`src/rtl/wb_trng_fetch_pkg.sv`:
```
`default_nettype none
// ============================================================================
// Module      : wb_trng_fetch_pkg
// Description : Shared types and Wishbone classic-cycle constants for the
//               TRNG byte fetcher.
// Revision    : 1.0 - initial release
// ============================================================================
package wb_trng_fetch_pkg;

    typedef enum logic [1:0] {
        ST_IDLE = 2'd0,
        ST_REQ  = 2'd1,
        ST_GAP  = 2'd2
    } fetch_state_t;

    localparam logic [2:0] c_cti_classic = 3'b000;
    localparam logic [1:0] c_bte_linear  = 2'b00;

endpackage : wb_trng_fetch_pkg
`default_nettype wire

```
`src/rtl/trng_word_fifo.sv`:
```
`default_nettype none
// ============================================================================
// Module      : trng_word_fifo
// Description : Synchronous first-word-fall-through FIFO with occupancy count.
// Revision    : 1.0 - initial release
// ============================================================================
module trng_word_fifo #(
    parameter int DEPTH = 4,
    parameter int WIDTH = 32
) (
    input  logic                     clk,
    input  logic                     rst,
    input  logic                     i_push,
    input  logic [WIDTH-1:0]         i_wdata,
    input  logic                     i_pop,
    output logic [WIDTH-1:0]         o_rdata,
    output logic                     o_valid,
    output logic [$clog2(DEPTH):0]   o_count
);
    localparam int c_aw = $clog2(DEPTH);
    localparam logic [c_aw:0] c_full = (c_aw + 1)'(DEPTH);

    logic [WIDTH-1:0] r_mem [DEPTH];
    logic [c_aw-1:0]  r_wr_ptr;
    logic [c_aw-1:0]  r_rd_ptr;
    logic [c_aw:0]    r_count;
    logic             w_do_push;
    logic             w_do_pop;

    assign w_do_pop  = i_pop && (r_count != '0);
    assign w_do_push = i_push && ((r_count != c_full) || w_do_pop);

    // Head is forced to zero while empty so stale storage never leaks out.
    assign o_rdata = (r_count == '0) ? '0 : r_mem[r_rd_ptr];
    assign o_valid = (r_count != '0);
    assign o_count = r_count;

    always_ff @(posedge clk) begin
        if (w_do_push) begin
            r_mem[r_wr_ptr] <= i_wdata;
        end
    end

    always_ff @(posedge clk or posedge rst) begin
        if (rst) begin
            r_wr_ptr <= '0;
            r_rd_ptr <= '0;
            r_count  <= '0;
        end else begin
            if (w_do_push) begin
                r_wr_ptr <= r_wr_ptr + 1'b1;
            end
            if (w_do_pop) begin
                r_rd_ptr <= r_rd_ptr + 1'b1;
            end
            case ({w_do_push, w_do_pop})
                2'b10:   r_count <= r_count + 1'b1;
                2'b01:   r_count <= r_count - 1'b1;
                default: r_count <= r_count;
            endcase
        end
    end

endmodule : trng_word_fifo
`default_nettype wire

```
`src/rtl/wb_trng_fetch.sv`:
```
`default_nettype none
// ============================================================================
// Module      : wb_trng_fetch
// Description : Wishbone master that reads TRNG bytes, packs them into 32-bit
//               words and queues the words in a FWFT FIFO.
// Revision    : 1.0 - initial release
// ============================================================================
module wb_trng_fetch
    import wb_trng_fetch_pkg::*;
#(
    parameter logic [31:0] TRNG_ADDR = 32'h0000_0000,
    parameter int          DEPTH     = 4,
    parameter int          TIMEOUT   = 255
) (
    input  logic                   wb_clk,
    input  logic                   wb_rst,
    output logic [31:0]            wb_adr_o,
    output logic [7:0]             wb_dat_o,
    output logic                   wb_we_o,
    output logic                   wb_cyc_o,
    output logic                   wb_stb_o,
    output logic [2:0]             wb_cti_o,
    output logic [1:0]             wb_bte_o,
    input  logic [7:0]             wb_dat_i,
    input  logic                   wb_ack_i,
    input  logic                   wb_err_i,
    input  logic                   wb_rty_i,
    input  logic                   enable,
    output logic [31:0]            rnd_data,
    output logic                   rnd_valid,
    input  logic                   rnd_ready,
    output logic [$clog2(DEPTH):0] level,
    output logic                   fault,
    input  logic                   fault_clr
);
    localparam int              c_lw       = $clog2(DEPTH) + 1;
    localparam logic [c_lw-1:0] c_depth    = c_lw'(DEPTH);
    localparam logic [9:0]      c_tmo_last = 10'(TIMEOUT - 1);

    fetch_state_t r_state;
    logic         r_cyc;
    logic [1:0]   r_byte_cnt;
    logic [23:0]  r_word;
    logic [9:0]   r_tmo;
    logic         r_fault;
    logic         w_launch;
    logic         w_push;
    logic         w_tmo_expire;

    assign w_launch     = enable && !r_fault && ((r_byte_cnt != 2'd0) || (level < c_depth));
    assign w_tmo_expire = (r_tmo == c_tmo_last);
    assign w_push       = (r_state == ST_REQ) && !wb_err_i && wb_ack_i && (r_byte_cnt == 2'd3);

    assign wb_adr_o = TRNG_ADDR;
    assign wb_dat_o = 8'h00;
    assign wb_we_o  = 1'b0;
    assign wb_cti_o = c_cti_classic;
    assign wb_bte_o = c_bte_linear;
    assign wb_cyc_o = r_cyc;
    assign wb_stb_o = r_cyc;
    assign fault    = r_fault;

    always_ff @(posedge wb_clk or posedge wb_rst) begin
        if (wb_rst) begin
            r_state    <= ST_IDLE;
            r_cyc      <= 1'b0;
            r_byte_cnt <= 2'd0;
            r_word     <= '0;
            r_tmo      <= '0;
            r_fault    <= 1'b0;
        end else begin
            if (fault_clr) begin
                r_fault <= 1'b0;
            end
            case (r_state)
                // GAP re-evaluates the launch condition itself, so a stream
                // costs exactly REQ, ack-REQ, GAP per byte.
                ST_IDLE, ST_GAP: begin
                    if (w_launch) begin
                        r_state <= ST_REQ;
                        r_cyc   <= 1'b1;
                        r_tmo   <= '0;
                    end else begin
                        r_state <= ST_IDLE;
                        r_cyc   <= 1'b0;
                    end
                end
                ST_REQ: begin
                    if (wb_err_i || (!wb_ack_i && !wb_rty_i && w_tmo_expire)) begin
                        r_fault    <= 1'b1;
                        r_byte_cnt <= 2'd0;
                        r_state    <= ST_GAP;
                        r_cyc      <= 1'b0;
                    end else if (wb_ack_i) begin
                        case (r_byte_cnt)
                            2'd0:    r_word[7:0]   <= wb_dat_i;
                            2'd1:    r_word[15:8]  <= wb_dat_i;
                            2'd2:    r_word[23:16] <= wb_dat_i;
                            default: r_word        <= r_word;
                        endcase
                        r_byte_cnt <= r_byte_cnt + 2'd1;
                        r_state    <= ST_GAP;
                        r_cyc      <= 1'b0;
                    end else if (wb_rty_i) begin
                        r_state <= ST_GAP;
                        r_cyc   <= 1'b0;
                    end else begin
                        r_tmo <= r_tmo + 10'd1;
                    end
                end
                default: begin
                    r_state <= ST_IDLE;
                    r_cyc   <= 1'b0;
                end
            endcase
        end
    end

    trng_word_fifo #(
        .DEPTH (DEPTH),
        .WIDTH (32)
    ) u_fifo (
        .clk     (wb_clk),
        .rst     (wb_rst),
        .i_push  (w_push),
        .i_wdata ({wb_dat_i, r_word}),
        .i_pop   (rnd_ready),
        .o_rdata (rnd_data),
        .o_valid (rnd_valid),
        .o_count (level)
    );

endmodule : wb_trng_fetch
`default_nettype wire

```
`config.mk`:
```
export PLATFORM = sky130hd
export DESIGN_NAME = wb_trng_fetch
export DESIGN_NICKNAME = d
export VERILOG_FILES = /design/src/rtl/wb_trng_fetch_pkg.sv /design/src/rtl/trng_word_fifo.sv /design/src/rtl/wb_trng_fetch.sv
export SDC_FILE = /design/constraint.sdc
export NUM_CORES = 1
export LEC_CHECK = 0
export ABC_AREA = 1
export ABC_CLOCK_PERIOD_IN_PS = 4200
export BUFFER_PORTS_ARGS = -buffer_cell sky130_fd_sc_hd__buf_4
export CAP_MARGIN = 20
export CORE_ASPECT_RATIO = 0.75
export CORE_MARGIN = 5
export CORE_UTILIZATION = 55
export DETAILED_ROUTE_END_ITERATION = 8
export PLACE_DENSITY = 0.77
export SYNTH_ARGS = -nofsm -noshare
export SYNTH_HDL_FRONTEND = slang
export SYNTH_SLANG_ARGS = --single-unit
```
`constraint.sdc`:
```
create_clock -name wb_clk -period 4.2 [get_ports wb_clk]
set_clock_uncertainty 0.2 [all_clocks]
set_input_delay 1.26 -clock wb_clk [delete_from_list [all_inputs] [get_ports wb_clk]]
set_output_delay 1.26 -clock wb_clk [all_outputs]
set_load 0.02 [all_outputs]
```
==> flow_summary.ini, run 1 <==
[clock_network]
postCtsSetupBuffers = 0
cts.sinks = 175
holdBufCountCts = 0
tritoncts = yes
clock_tree.buffer_depth = 2
htreeDepth = 4
post_cts_resized = 0
cts-buffers-inserted = 17
clk_root_buffer_cell = clkbuf_16
register_clock_pin_slew_on_the_reported_worst_setup_and_hold_paths_ns = 0.06
worstSkewPairLatency_ns = 0.42

[pwr]
share_seq_of_total_power_pct = 38.7
p_clk_share_pct = 26.0
combinationalPowerShare_pct = 35.3
total_leakage_power_uw = 0.00361
p_sw_share_pct = 36.3
internal-power_uw = 3880
vdd_ir_drop_max_uv = 330
power_switching_uw = 2210
cellPowerDensity_nw_per_um2 = 704

[setup_path]
worst-r2r-cell-count = 11
criticalPathCategory = reg -> out
rr_endpoint = u_fifo.o_count[2]$_DFFE_PP0P_
worstReg2RegStart = u_fifo.o_count[2]$_DFFE_PP0P_
ff2ff_setup_slack_ns = 1.62
data_arrival_time_of_the_worst_path_ns = 2.28
setup.worst_path.start_class = flip-flop
worstPathRequired_ns = 2.74
largest_fanout_on_the_critical_path = 44
worstSetupEndpointType = primary output

[finish]
diodes = 0
post_route_cells_drive_above_1_share_pct = 17.5
stdcell_count = 930
final.fill_count = 1022
area.growth.synth_to_final_pct = 12.4
layout.nets = 770

[yosys]
synth-edff-count = 128
synthFlopType = edfxtp_1
sequential_share_of_the_synthesized_area_pct = 65.2
synthesis.instances = 689
commonest_cells_in_the_netlist = 146 x nor2_1, 128 x edfxtp_1, 70 x nand2_1
synthMostInstantiatedCell = nor2_1
synth_warnings = 0
synthArstFlopShare_pct = 26.9
postSynthAreaPerCell_um2 = 11.2
netlist-cell-type-count = 29
synth_largest_area_cell = edfxtp_1
post_synth_main_area_contributors = edfxtp_1 50%, dfrtp_1 15%, nor2_1 7.1%
synthDominantCellAreaShare_pct = 50.0
flops_latches_synth = 175
synth.cell_area_um2 = 7690

[drt]
route.final.wire_length_um = 15400
detail_route.wl_per_cell_um = 16.5
vias_per_cell = 5.25
number_of_nets_with_antenna_violations_after_detailed_routing = 0
vias = 4881
starting_drc_count_in_detailed_routing = 426
1st_pass_router_iterations = 5
remaining_drc_errors = 0

[global_routing]
grt_util_all_layers_pct = 19.5
grt_pass1_wl_um = 25200
vias_in_the_first_global_route = 4794
maximum_number_of_pins_on_one_net_before_global_route_repair = 45
grt_remaining_overflow = 0
antenna_found_initial = 0

[die]
chipHeight_um = 112
placementRows = 37
initial_utilization_pct = 56.1
dieArea_um2 = 16500
boundaryPins = 101
design.core.area_um2 = 13700
die_wd_um = 147

[flow_run]
max-cap-violations = 0

[place]
post_placement_worst_setup_slack_ns = 0.912
dp_cells = 898
dp_hpwl_um = 9470
final_wtd_congestion = 0.835
numPortBuffers = 54

[sta]
finalSetupViolations = 0
max_slew_headroom_at_the_worst_pin_pct = 50.0
unrepaired_setup_endpoints_after_global_routing = false
upper_clock_frequency_limit_mhz = 267
timing_max_transition_violations_final = 0
worst_slew_pin_slew_ns = 0.749
post-route-min-period_ns = 3.74
finalWorstSetupSlack_ns = 0.456
min_period_over_period_pct = 89.1
tns_ns = 0
final-hold-violation-count = 0

[min_path]
timing.hold.worst_endpoint = u_fifo.r_mem[3][1]$_DFFE_PP_
hold_class = reg -> reg
hold_path.startpoint = r_word[1]$_DFFE_PP0P_
hold-path-cell-count = 0

[run_status]
run_status = finished, final reports clean
[worst max-delay path by stage]
| stage | depth (start not counted) | end | from | slack, ns |
|---|---|---|---|---|
| after floorplan | 4 | u_fifo.r_mem[0][0]$_DFFE_PP_ | wb_ack_i | 0.58 |
| after global placement | 6 | rnd_data[8] | u_fifo.r_rd_ptr[0]$_DFFE_PP0P_ | 0.93 |
| after detailed placement | 6 | rnd_data[9] | u_fifo.r_rd_ptr[0]$_DFFE_PP0P_ | 0.91 |
| after CTS | 6 | rnd_data[9] | u_fifo.r_rd_ptr[0]$_DFFE_PP0P_ | 0.43 |
| after global routing | 6 | rnd_data[0] | u_fifo.r_rd_ptr[0]$_DFFE_PP0P_ | 0.27 |
| final | 6 | rnd_data[15] | u_fifo.r_rd_ptr[0]$_DFFE_PP0P_ | 0.46 |
[registers in the layout, indices dropped and copies added (netlist names)]
name / cells
r_byte_cnt: 2
u_fifo.r_wr_ptr: 2
r_word: 24
r_state: 2
fault: 1
u_fifo.r_mem: 128
r_tmo: 10
wb_cyc_o: 1
u_fifo.r_rd_ptr: 2
u_fifo.o_count: 3
[metal layers]
layer  vias up  wire [µm]  GRT usage [%]
li1       2320          -              -
met4         0        153           5.26
met3        13       1090           5.25
met2       200       7350           31.5
met1      2348       6780           26.5
met5         -          0              0
[worst max-delay path, stage by stage, from the launching register on]
cell and delay (ns):
dfrtp_2 0.64, buf_4 0.50, nor2_1 0.11, nor2_1 0.13
o21ai_0 0.10, a21oi_1 0.18, buf_4 0.18
[through the flow]
stage	hold WS, ns	cell area, µm²	utilization (%)	power [µW]
finish	0.323	8650	63.1	6090
global route	0.343	8650	63.1	6450
CTS	0.321	8650	63.1	6140
detailed placement	0.305	8050	58.8	4550
global placement	0.291	8050	58.8	4470
floorplan	0.276	7860	-	3790
[cell type report]
type / instances / area [µm²] / area share (%)
Clock buffer: 21 / 460 / 5.32
Timing Repair Buffer: 65 / 488 / 5.64
Sequential cell: 175 / 5020 / 58.0
Tap cell: 175 / 219 / 2.53
Multi-Input combinational cell: 441 / 2170 / 25.1
Inverter: 42 / 158 / 1.82
Clock inverter: 11 / 138 / 1.59
[layout by cell type, fill, tap and decap left out, types with 2 or more instances in the layout]
| cell type | count |
|---|---|
| nor2_1 | 142 |
| edfxtp_1 | 128 |
| nand2_1 | 70 |
| buf_4 | 65 |
| conb_1 | 46 |
| dfrtp_1 | 46 |
| o21ai_0 | 41 |
| inv_1 | 38 |
| a21oi_1 | 35 |
| o21ai_1 | 32 |
| o21ai_2 | 18 |
| nand3_1 | 17 |
| clkbuf_16 | 17 |
| ha_1 | 11 |
| xor2_1 | 9 |
| clkinv_2 | 6 |
| inv_2 | 4 |
| nand2_4 | 4 |
| nor2_2 | 4 |
| bufinv_16 | 3 |
| nand4_1 | 2 |
| nand2_2 | 2 |
| xnor2_1 | 2 |
| clkbuf_8 | 2 |
| clkbuf_1 | 2 |
[power groups by stage]
stage,Combinational [µW],Sequential (µW),Clock [µW]
after floorplan,1480,2310,0
after global placement,2100,2370,0
after detailed placement,2160,2380,0
after CTS,2180,2350,1610
after global routing,2370,2390,1690
final,2150,2360,1580
[cells by family (layout without fill, tap and decap cells)]
group	count (synthesis)	in the layout	share of synthesized area (%)
compound gates	126	126	9.07
simple gates	246	246	13.4
buf+inv	118	139	8.91
fa+ha+maj	12	12	2.05
other cells	1	46	0.0487
xor+xnor	11	11	1.25
flops	175	175	65.2
Power figures use the tool's default switching activity.
==> inputs of run 2 (changes only) <==
CORE_ASPECT_RATIO = 0.6   (was 0.75)
CORE_UTILIZATION = 58   (was 55)
PLACE_DENSITY = 0.8   (was 0.77)
==> flow_summary.ini, run 2 (synthesis gave the netlist of run 1 again) <==
[clock_network]
postCtsSetupBuffers = 0
worstSkewPairLatency_ns = 0.43
clock_tree.buffer_depth = 2
cts.sinks = 175
holdBufCountCts = 0
register_clock_pin_slew_on_the_reported_worst_setup_and_hold_paths_ns = 0.06
cts-buffers-inserted = 17
post_cts_resized = 0
tritoncts = yes
clk_root_buffer_cell = clkbuf_16
htreeDepth = 4

[finish]
layout.nets = 771
max_ffs_per_register = 128
reg.largest.list = u_fifo.r_mem: 128 flops, r_word: 24 flops, r_tmo: 10 flops
finish.utilization_pct = 66.9
layout.cells.most_common = nor2_1
final-seq-area_um2 = 5020
biggest_register = u_fifo.r_mem
multiInputGateArea_um2 = 2170
layout.cell_area.non_filler_um2 = 8650
post_route_cells_drive_above_1_share_pct = 17.7
area.growth.synth_to_final_pct = 12.4
final_cell_mix = 142 x nor2_1, 128 x edfxtp_1, 70 x nand2_1
final.fill_count = 932
diodes = 0

[sta]
upper_clock_frequency_limit_mhz = 256
finalWorstSetupSlack_ns = 0.298
min_period_over_period_pct = 92.9
finalSetupViolations = 0
final-hold-violation-count = 0
tns_ns = 0
post-route-min-period_ns = 3.90
worst_slew_pin_slew_ns = 0.576
timing_max_transition_violations_final = 0
unrepaired_setup_endpoints_after_global_routing = false
max_slew_headroom_at_the_worst_pin_pct = 61.5

[place]
postPlaceCellArea_um2 = 8050
numPortBuffers = 54
final_wtd_congestion = 0.817
post_placement_worst_setup_slack_ns = 0.834
dp_hpwl_um = 9960

[global_routing]
use_met3_pct = 4.17
grt_util_all_layers_pct = 22.0
grt-busiest-layer = met2
vias_in_the_first_global_route = 4929
grt_remaining_overflow = 0
antenna_found_initial = 0
grt_util_met1_pct = 31.9
grtUsageMet2_pct = 34.2
grt_pass1_wl_um = 26500
maximum_number_of_pins_on_one_net_before_global_route_repair = 48

[setup_path]
largest_fanout_on_the_critical_path = 40
worstPathRequired_ns = 2.74
critical_path_cell_count = 6
cp_slowest_cell = dfrtp_2
timing.critical_path.cells = buf_4, nor2_1, nor2_1, o21ai_0, a21oi_1, buf_4
criticalPathCategory = reg -> out
worst-r2r-cell-count = 11
crit_buf_inv = 2
worstSetupEndpointType = primary output
worst_path_largest_cell_delay_ns = 0.68
setup.worst_path.start_class = flip-flop
critical-path-top-delay-family = buffers and inverters
data_arrival_time_of_the_worst_path_ns = 2.44

[die]
boundaryPins = 101
die_wd_um = 159
dieArea_um2 = 15700
chipHeight_um = 99.2
design.core.area_um2 = 12900
placementRows = 32
initial_utilization_pct = 59.5

[flow_run]
max-cap-violations = 0

[min_path]
hold-path-cell-count = 2
hold_class = reg -> reg

[drt]
number_of_nets_with_antenna_violations_after_detailed_routing = 0
remaining_drc_errors = 0
1st_pass_router_iterations = 5
starting_drc_count_in_detailed_routing = 410
route.final.wire_length_um = 16400
vias_per_cell = 5.35
detail_route.wl_per_cell_um = 17.7
vias = 4953

[run_status]
run_status = finished, final reports clean

[pwr]
vdd_ir_drop_max_uv = 409
cellPowerDensity_nw_per_um2 = 705
total_leakage_power_uw = 0.00360
run 2: changes by cell type in the layout (fill, tap and decap cells not counted):
cell and delta:
clkbuf_1 -2, clkinv_4 +3, buf_12 +1, bufinv_16 -1
clkinv_1 +1, clkbuf_8 -1, clkinvlp_4 +2, clkinv_2 -2
run 2: layout make-up:
type                       instances  share of cell area, %
sequential                       175                   58.1
multi-input combinational        441                   25.1
timing repair buffer              66                   5.87
clock buffer                      18                   5.08
tap                              170                   2.46
inverter                          42                   1.82
clock inverter                    14                   1.65
run 2: worst register-to-register path, stage by stage (launching register included):
cell and delay, ns:
dfrtp_1 0.40, inv_1 0.08, nand2_1 0.09, inv_1 0.04, buf_4 0.25, nor2_1 0.32
ha_1 0.20, inv_1 0.06, fa_1 0.37, a21oi_1 0.14, o21ai_0 0.12, xor2_1 0.17
run 2: report_power, final:
group / switching, µW / leakage (µW) / total, µW / internal (µW)
logic: 1400 / 0.00155 / 2190 / 788
clock network: 654 / 0.000283 / 1540 / 889
registers: 238 / 0.00177 / 2370 / 2130
total: 2290 / 0.00360 / 6100 / 3810
run 2: metal layers:
metal	share of wire, %	up-vias
met5	0	-
met4	1.5	0
met3	6.9	20
met2	47	189
met1	45	2419
li1	-	2325
run 2: metrics by stage:
stage	instances	total power, µW	hold WS (ns)
final	926	6100	0.331
after global routing	926	6450	0.353
after CTS	925	6130	0.330
after detailed placement	893	4570	0.315
after global placement	893	4480	0.293
after floorplan	734	3790	0.276
run 2: final timing paths:
path | to | slack (ns) | startpoint
max | rnd_data[4] | 0.30 | u_fifo.r_rd_ptr[0]$_DFFE_PP0P_
min | wb_cyc_o$_DFFE_PP0P_ | 0.33 | wb_cyc_o$_DFFE_PP0P_
max reg2reg | u_fifo.o_count[2]$_DFFE_PP0P_ | 1.63 | u_fifo.o_count[2]$_DFFE_PP0P_
min reg2reg | wb_cyc_o$_DFFE_PP0P_ | 0.33 | wb_cyc_o$_DFFE_PP0P_
max in group asynchronous | u_fifo.r_rd_ptr[0]$_DFFE_PP0P_ | 2.71 | wb_rst
min in group asynchronous | u_fifo.o_count[1]$_DFFE_PP0P_ | 0.58 | wb_rst
